File: src/rtl/inst_issuer.sv
// Instruction issuer: buffers a small program written one entry at a time and
// replays it in order over a valid/ready handshake, once or looping.
module inst_issuer #(
   parameter int DEPTH = 16,
   parameter int AW    = 4
) (
   input  logic          clock,
   input  logic          reset,
   input  logic          ena,
   input  logic          clear,
   input  logic          wr_en,
   input  logic [2:0]    wr_opcode,
   input  logic [3:0]    wr_operand,
   input  logic          start,
   input  logic          loop,
   input  logic          stop,
   output logic [7:0]    instr_out,
   output logic          instr_valid,
   input  logic          instr_ready,
   output logic [AW-1:0] pc,
   output logic [AW:0]   prog_len,
   output logic          busy,
   output logic          done,
   output logic          overflow
);

   typedef enum logic [1:0] {IDLE, RUN, DONE} state_t;

   localparam logic [AW:0] FULL_LEN = (AW+1)'(DEPTH);

   state_t        state;
   logic [7:0]    prog_mem [DEPTH];
   logic          xfer;
   logic          at_last;
   logic          full;
   logic          do_write;
   logic          do_load;
   logic [AW-1:0] rd_addr;

   always_comb begin
      xfer     = ena & instr_valid & instr_ready;
      at_last  = ({1'b0, pc} == (prog_len - 1'b1));
      full     = (prog_len == FULL_LEN);
      do_write = ena & (state != RUN) & !stop & !start & !clear & wr_en & !full;
      do_load  = 1'b0;
      rd_addr  = '0;
      // Next entry to place on instr_out: entry 0 on start or wrap, else pc+1.
      if (ena && !stop) begin
         if (state != RUN) begin
            do_load = start & (prog_len != '0);
         end else if (xfer) begin
            do_load = !at_last | loop;
            rd_addr = at_last ? '0 : pc + 1'b1;
         end
      end
   end

   // Program storage is deliberately not reset.
   always_ff @(posedge clock) begin
      if (do_write)
         prog_mem[prog_len[AW-1:0]] <= {wr_opcode, 1'b0, wr_operand};
   end

   always_ff @(posedge clock or negedge reset) begin
      if (!reset) begin
         state       <= IDLE;
         prog_len    <= '0;
         pc          <= '0;
         instr_out   <= 8'h00;
         instr_valid <= 1'b0;
         overflow    <= 1'b0;
      end else if (ena) begin
         if (do_load)
            instr_out <= prog_mem[rd_addr];
         if (stop) begin
            state       <= IDLE;
            instr_valid <= 1'b0;
            pc          <= '0;
         end else begin
            case (state)
               RUN: begin
                  if (xfer) begin
                     if (!at_last) begin
                        pc <= pc + 1'b1;
                     end else if (loop) begin
                        pc <= '0;
                     end else begin
                        state       <= DONE;
                        instr_valid <= 1'b0;
                     end
                  end
               end
               default: begin
                  if (start) begin
                     if (prog_len != '0) begin
                        state       <= RUN;
                        pc          <= '0;
                        instr_valid <= 1'b1;
                     end
                  end else if (clear) begin
                     prog_len <= '0;
                     overflow <= 1'b0;
                     state    <= IDLE;
                  end else if (wr_en) begin
                     if (full)
                        overflow <= 1'b1;
                     else
                        prog_len <= prog_len + 1'b1;
                  end
               end
            endcase
         end
      end
   end

   assign busy = (state == RUN);
   assign done = (state == DONE);

endmodule
File: config.mk
export PLATFORM = sky130hd
export DESIGN_NAME = inst_issuer
export DESIGN_NICKNAME = d
export VERILOG_FILES = /design/src/rtl/inst_issuer.sv
export SDC_FILE = /design/constraint.sdc
export NUM_CORES = 1
export LEC_CHECK = 0
export BUFFER_PORTS_ARGS = -buffer_cell sky130_fd_sc_hd__buf_2
export CORE_ASPECT_RATIO = 0.75
export CORE_MARGIN = 10
export CORE_UTILIZATION = 60
export CTS_CLUSTER_SIZE = 24
export DETAILED_ROUTE_END_ITERATION = 10
export HOLD_SLACK_MARGIN = 0.05
export PLACE_DENSITY = 0.79
export REMOVE_ABC_BUFFERS = 1
export SLEW_MARGIN = 10
export SYNTH_ARGS = -nofsm -noshare
export SYNTH_HDL_FRONTEND = slang
export SYNTH_SLANG_ARGS = --single-unit
File: constraint.sdc
create_clock -name clock -period 3.6 [get_ports clock]
set_input_delay 0.36 -clock clock [delete_from_list [all_inputs] [get_ports clock]]
set_output_delay 0.36 -clock clock [all_outputs]
set_load 0.1 [all_outputs]
==> summary.txt <==
Asr flop ratio synth = 15.2%
Power, Total = 3.87 mW
Initial Util = 60.8%
Synth Area in Compound Gates = 12.8%
Cell Area, Synth = 0.00583 mm²
CP max stage cell = a211oi_2
Status = finished clean
Setup Crit Path Kind = flip-flop to flip-flop
Post-Synth Simple-Gate Area = 11.2%
Vias/cell = 6.51
Beginning of the worst hold path = clear
Final worst setup slack = 0.307 ns
Initial antenna violation count = 0
Avg Cell Area, Syn = 13.6 µm²
First-pass GRT wire length = 22000 µm
Gpl congestion = 0.930
Netlist cell types = 60
CP max FO = 10
Hold Path End = overflow
Final min period = 3.29 ns
Most common cell after layout, fill and taps aside = edfxtp_1
Most common cell on crit path = a221o_1
Die extent in y = 105 µm
Filler cells = 662
CTS max path bufs = 2
Clk Latency, worst-skew pair = 0.42 ns
Synth area leader = edfxtp_1
GR Overflow Total = 0
R2R depth = 9
Ys Warns = 0
Max-slew violations = 0
Max stage delay on crit path = 0.52 ns
Syn-to-layout area delta = 14.7%
RSZ-0062 raised after global routing = no
Seq/Total Area, Yosys = 66.3%
Endpoints failing setup = 0
Fin crit share = 91.5%
Post-detail-place hpwl = 9730 µm
Die area = 0.0141 mm²
Port Buffers = 35
Post-synth EDFFs = 112
Clock transition at the registers of the reported paths = 0.05 ns
CP Launch Type = flip-flop
Horiz. Die Dim = 134 µm
Synth Flop Type = edfxtp_1
VDD IR max = 0.000412 V
Worst Skew = 0.00775 ns
Crit-path cells = inv_1 -> ha_1 -> o21ba_1 -> a221o_1 -> a211oi_2 -> nor3_1 -> a221o_1 -> a221o_1 -> a41o_1
Worst min path class = primary input to flip-flop
Drt first pass iters = 7
Hold path depth = 2
Clock Tree Root = clkbuf_16
Slew HR = 27.1%
N_diodes = 0
Final Hold Viols = 0
Largest cells by area after synthesis = edfxtp_1, dfrtp_1, nand2_1, a221o_1, mux2_2
Via count of the first global-routing pass = 3912
CP Data Required Time = 3.90 ns
Via count = 4009
Row count = 31
IO Pins = 37
Synth Area in Adders = 1.07%
All-layer global routing usage = 20.7%
Multi-input logic area = 0.00181 mm²
CP Capture Type = flip-flop
Layout Nets = 492
Clk sinks = 132
Register bit total from synthesis = 132
Share of layout cells above drive strength 1 = 18.8%
Post-CTS setup buffers = 0
Actual slew at the worst max-slew pin = 1.09 ns
Post-synth top area share = 57.7%
Family with the most delay on the worst path = compound AO/OA/AOI/OAI gates
Final setup TNS = 0 ns
Worst Path Buf+Inv = 1
Initial DRC Count = 497
Post-route DRC = 0
Max Clock Freq = 304 MHz
Reg-to-reg critical path endpoint = instr_out[3]
Clock buffer count from CTS = 17
CTS tree = yes
H-tree Lvls = 4
Largest net degree at the start of global routing = 32
R2R Setup Slk = 0.31 ns
Avg WL per Cell = 23.4 µm
Leak = 2.39 nW
Most frequent cells in the layout = edfxtp_1, nand2_1, buf_2, nor2_1, dfrtp_1
Synth Area in XOR/XNOR = 1.05%
Multiplexer share of the synthesized area = 4.94%
Critical path arrival = 3.60 ns
WL final = 14400 µm
Cts repair resizes = 0
Post-synthesis cell count = 427
FF+latch area = 0.00386 mm²
Reg-to-Reg Start = prog_len[1]
Power Density = 579 mW/mm²
Largest family of logic cells by synthesized area = compound AO/OA/AOI/OAI gates
Post-DRT Antenna Nets = 0
Core area = 0.00958 mm²
Max_cap viols = 0
Pre-CTS setup slack = 0.369 ns
Final core occ = 69.8%
==> power breakdown <==
part           switching (mW)  internal, mW
registers              0.0387          1.70
clock network           0.602         0.976
logic                   0.436         0.122
total                    1.08          2.80
==> per-stage QoR <==
stage	cell area, µm²	hold slack [ns]	cells
3_5_place_dp	6140	0.348	583
4_1_cts	6690	0.217	616
2_1_floorplan	5710	0.0644	404
5_1_grt	6690	0.233	616
6_report	6690	0.232	616
3_3_place_gp	6140	0.345	583
==> what timing repair did <==
item,CTS,global route
setup endpoints to repair,0,0
hold buffers,1,0
endpoints found under the hold margin,20,0
==> synth_stat cells (7+ instances only) <==
cell type / count
a21oi_1: 9
a221o_1: 16
a31oi_1: 7
and2_1: 13
clkbuf_1: 12
dfrtp_1: 20
edfxtp_1: 112
inv_1: 10
mux2_2: 12
mux2i_1: 13
nand2_1: 46
nand3_1: 14
nor2_1: 22
nor3_1: 10
o21ai_0: 10
o31ai_1: 7
==> final cells by class <==
| type | instances | area share (%) |
|---|---|---|
| Inverter | 10 | 0.561 |
| Timing Repair Buffer | 48 | 4.12 |
| Tap cell | 132 | 2.47 |
| Clock inverter | 7 | 0.879 |
| Clock buffer | 25 | 7.11 |
| Sequential cell | 132 | 57.8 |
| Multi-Input combinational cell | 262 | 27.1 |
==> worst register-to-register path: stages (launching register included) <==
cell and delay, ns:
dfrtp_1 0.45, inv_1 0.10, ha_1 0.31, o21ba_1 0.23, a221o_1 0.37, a211oi_2 0.52, nor3_1 0.31, a221o_1 0.37
a221o_1 0.33, a41o_1 0.20
==> worst max path at each step <==
stage,end,depth (start not counted),start
2_1_floorplan,instr_out[5],9,prog_len[0]
3_3_place_gp,instr_out[0],10,prog_len[1]
3_5_place_dp,instr_out[3],9,prog_len[1]
4_1_cts,instr_out[3],9,prog_len[1]
5_1_grt,instr_out[3],9,prog_len[1]
6_report,instr_out[3],9,prog_len[1]
==> metal layers <==
| metal | vias to the layer above | global-route usage [%] | part of all wire [%] |
|---|---|---|---|
| met3 | 35 | 6.88 | 8.5 |
| met4 | 0 | 6.90 | 2.1 |
| met1 | 2005 | 27.0 | 42 |
| met2 | 211 | 32.0 | 47 |
| li1 | 1758 | - | - |
| met5 | - | 0 | 0 |
==> registers in the layout, indices dropped and copies added (netlist names) <==
register,flops
instr_out,7
prog_len,5
pc,4
overflow,1
instr_valid,1
state,2
prog_mem,112
==> kinds of logic after synthesis <==
kind of cell             count (synthesis)
buffers and inverters                   33
XOR/XNOR                                 7
flip-flops                             132
multiplexers                            26
AO/OA/AOI/OAI                           92
adder cells (fa/ha/maj)                  5
AND/OR/NAND/NOR                        131
other                                    1
(Power assumes the default switching activity.)
